`src/rtl/uart_tx_arbiter_if.sv`:
```
// Requester-side handshake plus transmitter-side signals shared by the arbiter.
// The slave modport is the arbiter's view. The master modport is the requesters' and transmitter's view.
interface uart_tx_arbiter_if;
    logic       req0;
    logic       req1;
    logic [7:0] data0;
    logic [7:0] data1;
    logic [2:0] baud_cfg;
    logic       ack0;
    logic       ack1;
    logic       done0;
    logic       done1;
    logic       err;
    logic       busy;
    logic       send_en;
    logic [7:0] data_byte;
    logic [2:0] baud_set;
    logic       tx_done;

    modport slave (
        input  req0, req1, data0, data1, baud_cfg, tx_done,
        output ack0, ack1, done0, done1, err, busy, send_en, data_byte, baud_set
    );

    modport master (
        output req0, req1, data0, data1, baud_cfg, tx_done,
        input  ack0, ack1, done0, done1, err, busy, send_en, data_byte, baud_set
    );
endinterface

```
`src/rtl/uart_tx_arbiter.sv`:
```
// Round-robin scheduler that lets two requesters share one uart_byte_tx.
// It has a WAIT-state watchdog and an optional idle gap after each frame.
module uart_tx_arbiter #(
    parameter int unsigned GAP_CYCLES     = 0,
    parameter int unsigned TIMEOUT_CYCLES = 600000
) (
    input  logic                  clk_i,
    input  logic                  rst_ni,
    uart_tx_arbiter_if.slave      bus_if
);

    localparam int unsigned     WD_W     = (TIMEOUT_CYCLES > 1) ? $clog2(TIMEOUT_CYCLES) : 1;
    localparam logic [WD_W-1:0] WD_LAST  = WD_W'(TIMEOUT_CYCLES - 1);
    localparam logic [7:0]      GAP_LAST = 8'(GAP_CYCLES - 1);

    typedef enum logic [1:0] {
        ST_IDLE,
        ST_LOAD,
        ST_WAIT,
        ST_GAP
    } state_t;

    state_t          state_q, state_d;
    logic            last_q, last_d;
    logic            owner_q, owner_d;
    logic [7:0]      data_q, data_d;
    logic [2:0]      baud_q, baud_d;
    logic            ack0_q, ack0_d;
    logic            ack1_q, ack1_d;
    logic            done0_q, done0_d;
    logic            done1_q, done1_d;
    logic            err_q, err_d;
    logic            busy_q, busy_d;
    logic            send_q, send_d;
    logic [WD_W-1:0] wd_q, wd_d;
    logic [7:0]      gap_q, gap_d;
    logic            grant1;

    always_ff @(posedge clk_i or negedge rst_ni) begin
        if (!rst_ni) begin
            state_q <= ST_IDLE;
            last_q  <= 1'b1;
            owner_q <= 1'b0;
            data_q  <= '0;
            baud_q  <= '0;
            ack0_q  <= 1'b0;
            ack1_q  <= 1'b0;
            done0_q <= 1'b0;
            done1_q <= 1'b0;
            err_q   <= 1'b0;
            busy_q  <= 1'b0;
            send_q  <= 1'b0;
            wd_q    <= '0;
            gap_q   <= '0;
        end else begin
            state_q <= state_d;
            last_q  <= last_d;
            owner_q <= owner_d;
            data_q  <= data_d;
            baud_q  <= baud_d;
            ack0_q  <= ack0_d;
            ack1_q  <= ack1_d;
            done0_q <= done0_d;
            done1_q <= done1_d;
            err_q   <= err_d;
            busy_q  <= busy_d;
            send_q  <= send_d;
            wd_q    <= wd_d;
            gap_q   <= gap_d;
        end
    end

    // On a tie, grant the requester that was not served last.
    assign grant1 = bus_if.req1 & (~bus_if.req0 | ~last_q);

    always_comb begin
        state_d = state_q;
        last_d  = last_q;
        owner_d = owner_q;
        data_d  = data_q;
        baud_d  = baud_q;
        busy_d  = busy_q;
        wd_d    = wd_q;
        gap_d   = gap_q;
        ack0_d  = 1'b0;
        ack1_d  = 1'b0;
        done0_d = 1'b0;
        done1_d = 1'b0;
        err_d   = 1'b0;
        send_d  = 1'b0;

        unique case (state_q)
            ST_IDLE: begin
                if (bus_if.req0 || bus_if.req1) begin
                    owner_d = grant1;
                    last_d  = grant1;
                    data_d  = grant1 ? bus_if.data1 : bus_if.data0;
                    baud_d  = bus_if.baud_cfg;
                    ack0_d  = ~grant1;
                    ack1_d  = grant1;
                    send_d  = 1'b1;
                    busy_d  = 1'b1;
                    state_d = ST_LOAD;
                end
            end
            ST_LOAD: begin
                wd_d    = '0;
                state_d = ST_WAIT;
            end
            ST_WAIT: begin
                if (bus_if.tx_done) begin
                    done0_d = ~owner_q;
                    done1_d = owner_q;
                    if (GAP_CYCLES > 0) begin
                        gap_d   = '0;
                        state_d = ST_GAP;
                    end else begin
                        busy_d  = 1'b0;
                        state_d = ST_IDLE;
                    end
                end else if (wd_q == WD_LAST) begin
                    err_d   = 1'b1;
                    busy_d  = 1'b0;
                    state_d = ST_IDLE;
                end else begin
                    wd_d = wd_q + WD_W'(1);
                end
            end
            ST_GAP: begin
                if (gap_q == GAP_LAST) begin
                    busy_d  = 1'b0;
                    state_d = ST_IDLE;
                end else begin
                    gap_d = gap_q + 8'd1;
                end
            end
            default: begin
                busy_d  = 1'b0;
                state_d = ST_IDLE;
            end
        endcase
    end

    assign bus_if.ack0      = ack0_q;
    assign bus_if.ack1      = ack1_q;
    assign bus_if.done0     = done0_q;
    assign bus_if.done1     = done1_q;
    assign bus_if.err       = err_q;
    assign bus_if.busy      = busy_q;
    assign bus_if.send_en   = send_q;
    assign bus_if.data_byte = data_q;
    assign bus_if.baud_set  = baud_q;

endmodule
```
`src/flat_wrapper.sv`:
```
// flat-port wrapper written by rule: the top's interface ports become plain ports
module uart_tx_arbiter_flat 
#(
    parameter int unsigned GAP_CYCLES     = 0,
    parameter int unsigned TIMEOUT_CYCLES = 600000
)
  (clk_i, rst_ni, bus_if_req0, bus_if_req1, bus_if_data0, bus_if_data1, bus_if_baud_cfg, bus_if_tx_done, bus_if_ack0, bus_if_ack1, bus_if_done0, bus_if_done1, bus_if_err, bus_if_busy, bus_if_send_en, bus_if_data_byte, bus_if_baud_set);
  uart_tx_arbiter_if bus_if_i ();
  input  logic clk_i;
  input  logic rst_ni;
  input wire logic [$bits(bus_if_i.req0)-1:0] bus_if_req0;
  input wire logic [$bits(bus_if_i.req1)-1:0] bus_if_req1;
  input wire logic [$bits(bus_if_i.data0)-1:0] bus_if_data0;
  input wire logic [$bits(bus_if_i.data1)-1:0] bus_if_data1;
  input wire logic [$bits(bus_if_i.baud_cfg)-1:0] bus_if_baud_cfg;
  input wire logic [$bits(bus_if_i.tx_done)-1:0] bus_if_tx_done;
  output wire logic [$bits(bus_if_i.ack0)-1:0] bus_if_ack0;
  output wire logic [$bits(bus_if_i.ack1)-1:0] bus_if_ack1;
  output wire logic [$bits(bus_if_i.done0)-1:0] bus_if_done0;
  output wire logic [$bits(bus_if_i.done1)-1:0] bus_if_done1;
  output wire logic [$bits(bus_if_i.err)-1:0] bus_if_err;
  output wire logic [$bits(bus_if_i.busy)-1:0] bus_if_busy;
  output wire logic [$bits(bus_if_i.send_en)-1:0] bus_if_send_en;
  output wire logic [$bits(bus_if_i.data_byte)-1:0] bus_if_data_byte;
  output wire logic [$bits(bus_if_i.baud_set)-1:0] bus_if_baud_set;
  assign bus_if_i.req0 = bus_if_req0;
  assign bus_if_i.req1 = bus_if_req1;
  assign bus_if_i.data0 = bus_if_data0;
  assign bus_if_i.data1 = bus_if_data1;
  assign bus_if_i.baud_cfg = bus_if_baud_cfg;
  assign bus_if_i.tx_done = bus_if_tx_done;
  assign bus_if_ack0 = bus_if_i.ack0;
  assign bus_if_ack1 = bus_if_i.ack1;
  assign bus_if_done0 = bus_if_i.done0;
  assign bus_if_done1 = bus_if_i.done1;
  assign bus_if_err = bus_if_i.err;
  assign bus_if_busy = bus_if_i.busy;
  assign bus_if_send_en = bus_if_i.send_en;
  assign bus_if_data_byte = bus_if_i.data_byte;
  assign bus_if_baud_set = bus_if_i.baud_set;
  uart_tx_arbiter #(.GAP_CYCLES(GAP_CYCLES), .TIMEOUT_CYCLES(TIMEOUT_CYCLES)) u_core (.clk_i(clk_i), .rst_ni(rst_ni), .bus_if(bus_if_i));
endmodule
```
`config.mk`:
```
export PLATFORM = sky130hd
export DESIGN_NAME = uart_tx_arbiter_flat
export DESIGN_NICKNAME = d
export VERILOG_FILES = /design/src/rtl/uart_tx_arbiter_if.sv /design/src/rtl/uart_tx_arbiter.sv /design/src/flat_wrapper.sv
export SDC_FILE = /design/constraint.sdc
export NUM_CORES = 1
export LEC_CHECK = 0
export ABC_AREA = 0
export BUFFER_PORTS_ARGS = -buffer_cell sky130_fd_sc_hd__buf_2
export CORE_MARGIN = 4
export CORE_UTILIZATION = 50
export CTS_BUF_LIST = sky130_fd_sc_hd__clkbuf_8
export DETAILED_ROUTE_END_ITERATION = 16
export GPL_ROUTABILITY_DRIVEN = 0
export GPL_TIMING_DRIVEN = 0
export HOLD_SLACK_MARGIN = 0.1
export PLACE_DENSITY = 0.73
export SLEW_MARGIN = 10
export SYNTH_ARGS = -nofsm -noshare
export SYNTH_HDL_FRONTEND = slang
export SYNTH_SLANG_ARGS = --single-unit
```
`constraint.sdc`:
```
create_clock -name clk_i -period 3 [get_ports clk_i]
set_input_delay 0.3 -clock clk_i [delete_from_list [all_inputs] [get_ports clk_i]]
set_output_delay 0.3 -clock clk_i [all_outputs]
set_load 0.01 [all_outputs]
```
# Yosys cells after proc, flatten, opt, wreduce, memory -nomap -nowiden
# Cells that the tools add are included.
[classes] n_addsub=2 n_eq_ne=10 n_mux=27 bitwise=7 n_reduce_logical=9
[ops] operator="$mux W20" n=2
[ops] operator="$pmux W20 S2" n=1
[ops] operator="$add A20 B1 Y20 const B" n=1
[ops] operator="$eq A20 B20 Y1 const B" n=1
[ops] operator="$mux W1" n=17
[ops] operator="$add A8 B1 Y8 const B" n=1
[ops] operator="$eq A8 B8 Y1 const B" n=1
[ops] operator="$mux W2" n=4
[ops] operator="$mux W8" n=1
[ops] operator="$pmux W2 S4" n=1
[ops] operator="$reduce_and A3 Y1" n=2
[ops] operator="$not A1 Y1" n=5
[ops] operator="$eq A2 B2 Y1 const B" n=2
[ops] operator="$ne A2 B1 Y1 const B" n=2
[ops] operator="$ne A2 B2 Y1 const B" n=2
[ops] operator="$reduce_and A2 Y1" n=2
[ops] operator="$reduce_and A4 Y1" n=1
[ops] operator="$ne A3 B2 Y1 const B" n=1
[ops] operator="$pmux W1 S3" n=1
[ops] operator="$reduce_bool A3 Y1" n=1
[ops] operator="$eq A2 B1 Y1 const B" n=1
[ops] operator="$logic_not A2 Y1" n=1
[ops] operator="$reduce_bool A2 Y1" n=1
[ops] operator="$and A1 B1 Y1" n=1
[ops] operator="other kinds (2)" n=2
[totals] ff_bits=50 in_bits=24 output_inout_bits=18 elab_cells=69

# Longest topological paths before layout
# Gate-level depths: netlist of run 1.
[depth] word_depth=6 mapped_depth=6 ltp_nobuf=5

# Worst setup path after synthesis of run 1
# OpenSTA, ideal clock, no wires.
[synth_path] path_type="flip-flop to flip-flop" startpoint="register u_core.gap_q[0]" endpoint="register u_core.gap_q[1]" setup_time_ps=125 arrival_time_ps=1370 required_ps=2875 slack_ps=1505 path_stages_with_launch=6 n_path_buf=1 cell_sequence="dfrtp_1 -> ha_1 -> nand3_1 -> o211ai_1 -> buf_2 -> mux2_2"
[synth_via] elab_chain_cells=3 word_cells_on_any_way=4 cone_classes="add/sub: 1; eq/ne: 1; bitwise: 1; reduce/logical: 1"
[synth_rtl] element="from (decl)" line_no="uart_tx_arbiter.sv:36" source="logic [7:0] gap_q, gap_d;"
[synth_rtl] element="from (signal assigned)" line_no="uart_tx_arbiter.sv:69" source="gap_q <= gap_d;"
[synth_rtl] element="branches (longest 3 deep; another with $add A8 B1 Y8)"
# Parallel ways; which one is timed is not known.
# A chain may end at the register's enable or synchronous reset.

# Final worst setup path of run 1
[layout_path] startpoint="register u_core.wd_q[6]" endpoint="register u_core.wd_q[5]"
[layout_via] elab_chain_cells=3
[layout_rtl] element="from (decl)" line_no="uart_tx_arbiter.sv:35" source="logic [WD_W-1:0] wd_q, wd_d;"
[layout_rtl] element="from (signal assigned)" line_no="uart_tx_arbiter.sv:68" source="wd_q <= wd_d;"
[layout_rtl] element="$eq A20 B20 Y1" line_no="uart_tx_arbiter.sv:121" source="end else if (wd_q == WD_LAST) begin"
[layout_rtl] element="$ne A2 B2 Y1 (no line)"
[layout_rtl] element="$reduce_and A3 Y1 (no line)"
# Every way passes these cells.

==> results of run 1 <==
[layout by cell type (no fill, tap or decap), types with 2 or more instances in the layout]
cell,instances
nor2_1,8
nor3_1,5
nand2b_1,2
nor4b_1,2
a21o_1,10
dfrtp_1,49
nor4_2,3
nand4_1,6
clkbuf_8,5
xor2_1,6
mux2i_1,18
o211ai_1,6
nand2_1,39
buf_4,2
clkbuf_1,3
nand3_1,11
and3_1,5
nor2b_1,2
a22o_1,8
buf_2,45
ha_1,2
and4_1,2
o2111ai_1,2
inv_1,9
[power groups by stage]
| stage | sequential [W] | combinational [W] | clock (W) |
|---|---|---|---|
| after detailed placement | 0.000687 | 0.0000306 | 0 |
| final | 0.000673 | 0.0000308 | 0.000370 |
| after floorplan | 0.000687 | 0.00000109 | 0 |
| after CTS | 0.000673 | 0.0000308 | 0.000384 |
| after global routing | 0.000673 | 0.0000362 | 0.000413 |
| after global placement | 0.000687 | 0.0000300 | 0 |
[worst reg2reg max path: stages (launching register included)]
cell and delay, ns:
dfrtp_1 0.36, buf_2 0.17, nor4b_1 0.28, nand4_1 0.14, buf_2 0.21, o2111ai_1 0.24, mux2i_1 0.21
[registers in the layout, summed over array words and instances (netlist names)]
| name | count |
|---|---|
| u_core.bus_if.data_byte | 8 |
| u_core.state_q | 2 |
| u_core.bus_if.baud_set | 3 |
| u_core.bus_if.ack0 | 1 |
| u_core.bus_if.err | 1 |
| u_core.wd_q | 20 |
| u_core.bus_if.done1 | 1 |
| u_core.bus_if.send_en | 1 |
| u_core.owner_q | 1 |
| u_core.bus_if.busy | 1 |
| u_core.bus_if.ack1 | 1 |
| u_core.last_q | 1 |
| u_core.bus_if.done0 | 1 |
| u_core.gap_q | 8 |
[through the flow]
step | cell area, sq um | instances | util (%)
2_1_floorplan | 2370 | 219 | -
3_3_place_gp | 2640 | 312 | 59.00
3_5_place_dp | 2640 | 312 | 59.00
4_1_cts | 2720 | 320 | 60.79
5_1_grt | 2733 | 321 | 61.07
6_report | 2733 | 321 | 61.07
[final timing paths]
path | to | slack [ns] | depth (start not counted)
max | u_core.wd_q[5]$_DFFE_PN0P_ | 1.32 | 6
min | u_core.bus_if.baud_set[1]$_DFFE_PN0P_ | 0.18 | 3
max reg2reg | u_core.wd_q[5]$_DFFE_PN0P_ | 1.32 | 6
min reg2reg | u_core.bus_if.done0$_DFF_PN0_ | 0.44 | 1
max in group asynchronous | u_core.bus_if.send_en$_DFF_PN0_ | 2.03 | 2
min in group asynchronous | u_core.bus_if.err$_DFF_PN0_ | 0.56 | 2
[per-layer routing]
metal  global-route usage [%]  wire length [um]
met5                        0                 0
met2                    26.05              2122
met1                    23.18              2099
met3                    5.269               243
met4                    5.616                88
[kinds of logic after synthesis]
kind of cell / Yosys count / share of synthesized area (%)
AO/OA/AOI/OAI: 32 / 10.82
adder cells (fa/ha/maj): 2 / 1.056
AND/OR/NAND/NOR: 94 / 21.81
buffers and inverters: 15 / 2.798
flip-flops: 50 / 52.85
XOR/XNOR: 7 / 2.587
multiplexers: 19 / 8.078
[cell type report]
class / instances / area share, %
plain buffers: 9 / 1.603
clock buffers: 5 / 2.518
clock inverters: 3 / 0.4121
inverters: 6 / 0.8242
multi-input cells: 154 / 38.46
flip-flops and latches: 50 / 45.83
well taps: 52 / 2.381
repair buffers: 42 / 7.967
[repair_timing]
item,CTS,global route
resized for setup,0,0
setup buffers,0,0
hold endpoints to repair,0,49
hold buffers,0,1
==> flow_summary.ini, run 1 <==
[hold_path]
holdCritStartpoint = bus_if_baud_cfg[1]
hp-class = in -> reg

[clock_network]
h-tree-depth = 2
insertion_delay_ns = 0.30
clock_path_buffers = 2
cts_tree = yes
clkSinkCount = 50
clk_pin_slew_ns = 0.09
cts_buffers = 5
root_buffer = clkbuf_8

[cells_and_area]
drive_gt1_share_pct = 23.05
finalNetCount = 294
fill_cells = 381
n_antenna_cell = 0
areaGrowthSynthToFinish_pct = 15.31
seq_area_sq_um = 1252
multi_input_area_sq_um = 1051

[timing]
max_freq_mhz = 596.4
rsz0062_at_grt = no
setup_ws_ns = 1.323
layout_min_cycle_time_ns = 1.677
slew_violations = 0
finClkSkew_ns = 0.005961
relSlewSlack_pct = 58.36
hold_viol = 0
setup_viol = 0
holdWs_ns = 0.1834
worstMarginPinSlew_ns = 0.6246
post-route-period-util_pct = 55.89
tns_ns = 0

[yosys]
synthTopCellsByArea = dfrtp_1, mux2i_1, nand2_1
yosys_warnings = 0
synthFlopType = dfrtp_1
synth_area_sq_um = 2370
synthTopCellsByCount = dfrtp_1, nand2_1, mux2i_1
yosysTopAreaCell = dfrtp_1
synth_edf_count = 0
synthCells = 219
yosysSeqAreaShare_pct = 52.85
yosys_register_bits = 50
syn_area_per_cell_sq_um = 10.82
synth_top_area_share_pct = 51.74
yosysMostFrequentCell = dfrtp_1
async_flop_share_pct = 100.0
ys_types = 41
synth_fp_nets = 245

[critical_path]
crit-reg2reg-launch = u_core.wd_q[6]$_DFFE_PN0P_
end_kind = flop
setup.worst_path.start_class = flop
cp_num_buf_inv = 2
arrival_ns = 1.91
cpPeakStageDelay_ns = 0.36
cp_cell_sequence = buf_2 > nor4b_1 > nand4_1 > buf_2 > o2111ai_1 > mux2i_1
cpMostUsedCell = buf_2
critPathKind = reg -> reg
crit_slowest_cell = dfrtp_1
startpoint = u_core.wd_q[6]$_DFFE_PN0P_
critPathRequiredTime_ns = 3.23
crit_family = simple AND/OR/NAND/NOR gates
crit_fanout = 10

[place]
post-dp-hpwl_mm = 3.116
pre_cts_ws_ns = 1.332
io_buffers = 41

[global_routing]
track_usage_pct = 17.09
grt_max_degree = 51
grt_pass1_vias = 1783
overflow = 0
antenna_found_initial = 0
grt_pass1_wl_mm = 8.293

[flow_run]
max_cap_viol_count = 0

[floorplan]
design.core.area_sq_um = 4474
io_pins = 42
die-area_sq_um = 5905
dieWidth_um = 76.85
rows = 24
die_h_um = 76.85
initial_core_util_pct = 52.96

[power]
finalPower_w = 0.001074
pwr-share-clk_pct = 34.5
p_int_w = 0.0008418
p_per_area_nw_per_um2 = 393.2
net-switching-power_w = 0.0002327
combPwrFrac_pct = 2.9
vdd_ir_drop_max_mv = 0.3027
p_leak_nw = 1.517
switching_share_pct = 21.66
pwr-share-seq_pct = 62.7

[route]
wl_per_cell_um = 14.18
wirelength_mm = 4.553
drtIter0Drc = 123
remaining_drc_errors = 0
vias_per_cell = 5.601
drt_pass1_iterations = 4
drtAntennaViolNets = 0
via_count = 1798

[run_status]
status = finished, final reports clean
(Power assumes the default switching activity.)
==> inputs of run 2 (changes only) <==
--- a/config.mk
+++ b/config.mk
@@ -5,7 +5,7 @@
 export SDC_FILE = /design/constraint.sdc
 export NUM_CORES = 1
 export LEC_CHECK = 0
-export ABC_AREA = 0
+export ABC_AREA = 1
 export BUFFER_PORTS_ARGS = -buffer_cell sky130_fd_sc_hd__buf_2
 export CORE_MARGIN = 4
 export CORE_UTILIZATION = 50
@@ -14,7 +14,7 @@
 export GPL_ROUTABILITY_DRIVEN = 0
 export GPL_TIMING_DRIVEN = 0
 export HOLD_SLACK_MARGIN = 0.1
-export PLACE_DENSITY = 0.73
+export PLACE_DENSITY = 0.75
 export SLEW_MARGIN = 10
 export SYNTH_ARGS = -nofsm -noshare
 export SYNTH_HDL_FRONTEND = slang
==> constraint.sdc (replaced) <==
create_clock -name clk_i -period 1.4 [get_ports clk_i]
set_input_delay 0.14 -clock clk_i [delete_from_list [all_inputs] [get_ports clk_i]]
set_output_delay 0.14 -clock clk_i [all_outputs]
set_load 0.01 [all_outputs]
==> flow_summary.ini, run 2 <==
[power]
vdd_ir_drop_max_mv = 0.5562
p_per_area_nw_per_um2 = 648.3
p_leak_nw = 1.822

[critical_path]
end_kind = flop
arrival_ns = 1.80
cpPeakStageDelay_ns = 0.41
setup.worst_path.start_class = flop
crit_fanout = 6
cp_cell_sequence = ha_4 > nand3_4 > nor2_4 > nand3_4 > a21oi_4 > buf_6 > buf_6 > nand2_2 > o21ai_1
regToRegEndpoint = u_core.wd_q[19]$_DFFE_PN0P_
critPathRequiredTime_ns = 1.64
r2r.worst_path.cells = 9
cp_num_buf_inv = 2
critPathKind = reg -> reg
crit_slowest_cell = dfrtp_1
crit_family = flip-flops
r2r_slack_ns = -0.16
crit-reg2reg-launch = u_core.wd_q[1]$_DFFE_PN0P_

[yosys]
synth_fp_nets = 376
synth_compound_area_share_pct = 3.592
yosysTopAreaCell = dfrtp_1
yosysSeqAreaShare_pct = 47.31
synth_area_sq_um = 2648
synthTopCellsByCount = nand2_1, dfrtp_1, nor2_1
synth_top_family_by_area = simple AND/OR/NAND/NOR gates
synthTopCellsByArea = dfrtp_1, nand2_1, nor2_1
ys_types = 27
synthCells = 350
syn_area_per_cell_sq_um = 7.564
async_flop_share_pct = 100.0
synth_edf_count = 0
yosysMostFrequentCell = nand2_1
synthSimpleGateAreaFrac_pct = 36.63
synth_top_area_share_pct = 46.31
synth_fa_ha_area_share_pct = 0.9452
synth_xor_area_share_pct = 5.624
yosys_warnings = 0
yosys_register_bits = 50
synth.area.mux_share_pct = 0
synthFlopType = dfrtp_1

[clock_network]
cts_tree = yes
h-tree-depth = 2
root_buffer = clkbuf_8
clock_path_buffers = 2
clk_pin_slew_ns = 0.09
insertion_delay_ns = 0.31
cts_buffers = 5
clkSinkCount = 50

[place]
post-dp-hpwl_mm = 4.221
pre_cts_ws_ns = -0.3066
io_buffers = 41
dpl_cell_area_sq_um = 2973

[timing]
holdWs_ns = 0.2585
layout_min_cycle_time_ns = 1.559
slew_violations = 0
finClkSkew_ns = 0.007921
post-route-period-util_pct = 111.4
worstMarginPinSlew_ns = 0.3426
setup_viol = 30
max_freq_mhz = 641.4
setup_ws_ns = -0.1592
relSlewSlack_pct = 77.16
hold_viol = 0
rsz0062_at_grt = yes

[cells_and_area]
largest_register_ffs = 20
n_antenna_cell = 0
areaGrowthSynthToFinish_pct = 48.39
layout_commonest_cell = nand2_1
final_cell_mix = nand2_1, buf_2, dfrtp_1
fin_util_pct = 76.92
largest-register = u_core.wd_q
drive_gt1_share_pct = 38.20
finalNetCount = 491
design_area_sq_um = 3929

[global_routing]
grt_max_degree = 51
overflow = 0
use_met1_pct = 29.89
busiest_layer = met2
grtUsageMet2_pct = 45.61
track_usage_pct = 25.18
grt_pass1_vias = 2801
grt_pass1_wl_mm = 12.80
antenna_found_initial = 0
met3_usage_pct = 5.432

[route]
via_count = 2866
drt_pass1_iterations = 6
remaining_drc_errors = 0
vias_per_cell = 5.347
wirelength_mm = 8.351
drtIter0Drc = 251
drtAntennaViolNets = 0
wl_per_cell_um = 15.58

[floorplan]
die_h_um = 80.77
design.core.area_sq_um = 5107
io_pins = 42
dieWidth_um = 80.77
initial_core_util_pct = 51.84
die-area_sq_um = 6523
rows = 26

[hold_path]
hp-class = in -> async

[run_status]
status = complete, but fails checks
failed_checks = setup timing

[flow_run]
max_cap_viol_count = 0
run 2: cells by family after synthesis:
kind of cell | Yosys count
AOI/OAI and AO/OA | 15
DFF | 50
adders and majority gates | 2
buffers and inverters | 37
xor gates and xnor gates | 17
and+or+nand+nor | 229
run 2: through the flow:
stage,cells,setup TNS [ns],power [W]
6_report,536,-3.549,0.002547
4_1_cts,516,-2.381,0.002550
3_5_place_dp,461,-9.538,0.001656
5_1_grt,536,-5.064,0.002641
2_1_floorplan,350,-0.7925,0.001561
3_3_place_gp,461,-8.315,0.001652
run 2: area by class of cell:
type | instances | area, sq um
Multi-Input combinational cell | 263 | 1493
Sequential cell | 50 | 1269
Fill cell | 338 | 1179
Timing Repair Buffer | 106 | 792.0
Inverter | 31 | 126.4
Tap cell | 70 | 87.58
Clock buffer | 5 | 68.82
Buffer | 6 | 58.81
Clock inverter | 3 | 21.27
Timing Repair inverter | 2 | 12.51
run 2: worst max path at each step:
stage                                             endpoint                     startpoint  slack [ns]  cells after the start
finish                         u_core.wd_q[19]$_DFFE_PN0P_     u_core.wd_q[1]$_DFFE_PN0P_       -0.16                      9
CTS                            u_core.wd_q[19]$_DFFE_PN0P_     u_core.wd_q[1]$_DFFE_PN0P_       -0.12                      9
global placement               u_core.wd_q[19]$_DFFE_PN0P_     u_core.wd_q[0]$_DFFE_PN0P_       -0.29                      8
floorplan                      u_core.wd_q[16]$_DFFE_PN0P_     u_core.wd_q[1]$_DFFE_PN0P_       -0.06                      8
global route                u_core.bus_if.busy$_DFFE_PN0P_    u_core.gap_q[0]$_DFFE_PN0P_       -0.23                      9
detailed placement  u_core.bus_if.data_byte[3]$_DFFE_PN0P_  u_core.state_q[0]$_DFFE_PN0P_       -0.31                      5
run 2: report_power, final:
group,total [W],internal [W],leakage (nW),switching (W)
Combinational,0.000198,0.000100,1.15,0.0000978
Clock,0.000856,0.000352,0.0441,0.000504
Sequential,0.00149,0.00147,0.628,0.0000183
Total,0.00255,0.00193,1.82,0.000620
run 2: per-layer routing:
| layer | vias up | part of all wire [%] |
|---|---|---|
| met5 | - | 0 |
| met4 | 0 | 3.6 |
| met3 | 40 | 5.9 |
| met2 | 137 | 53 |
| met1 | 1359 | 37 |
| li1 | 1330 | - |
run 2: worst reg2reg max path, cell delays in order (launching register included):
cell,delay [ns]
dfrtp_1,0.41
ha_4,0.17
nand3_4,0.10
nor2_4,0.12
nand3_4,0.11
a21oi_4,0.18
buf_6,0.16
buf_6,0.14
nand2_2,0.05
o21ai_1,0.07
run 2: timing repair:
item | 4_1_cts | 5_1_grt
hold buffers | 20 | 1
hold endpoints to repair | 61 | 16
endpoints found under the setup margin | 44 | 46
pin swaps | 11 | 11
gates resized for setup | 42 | 66
gates cloned | 3 | 2
buffers inserted | 24 | 17
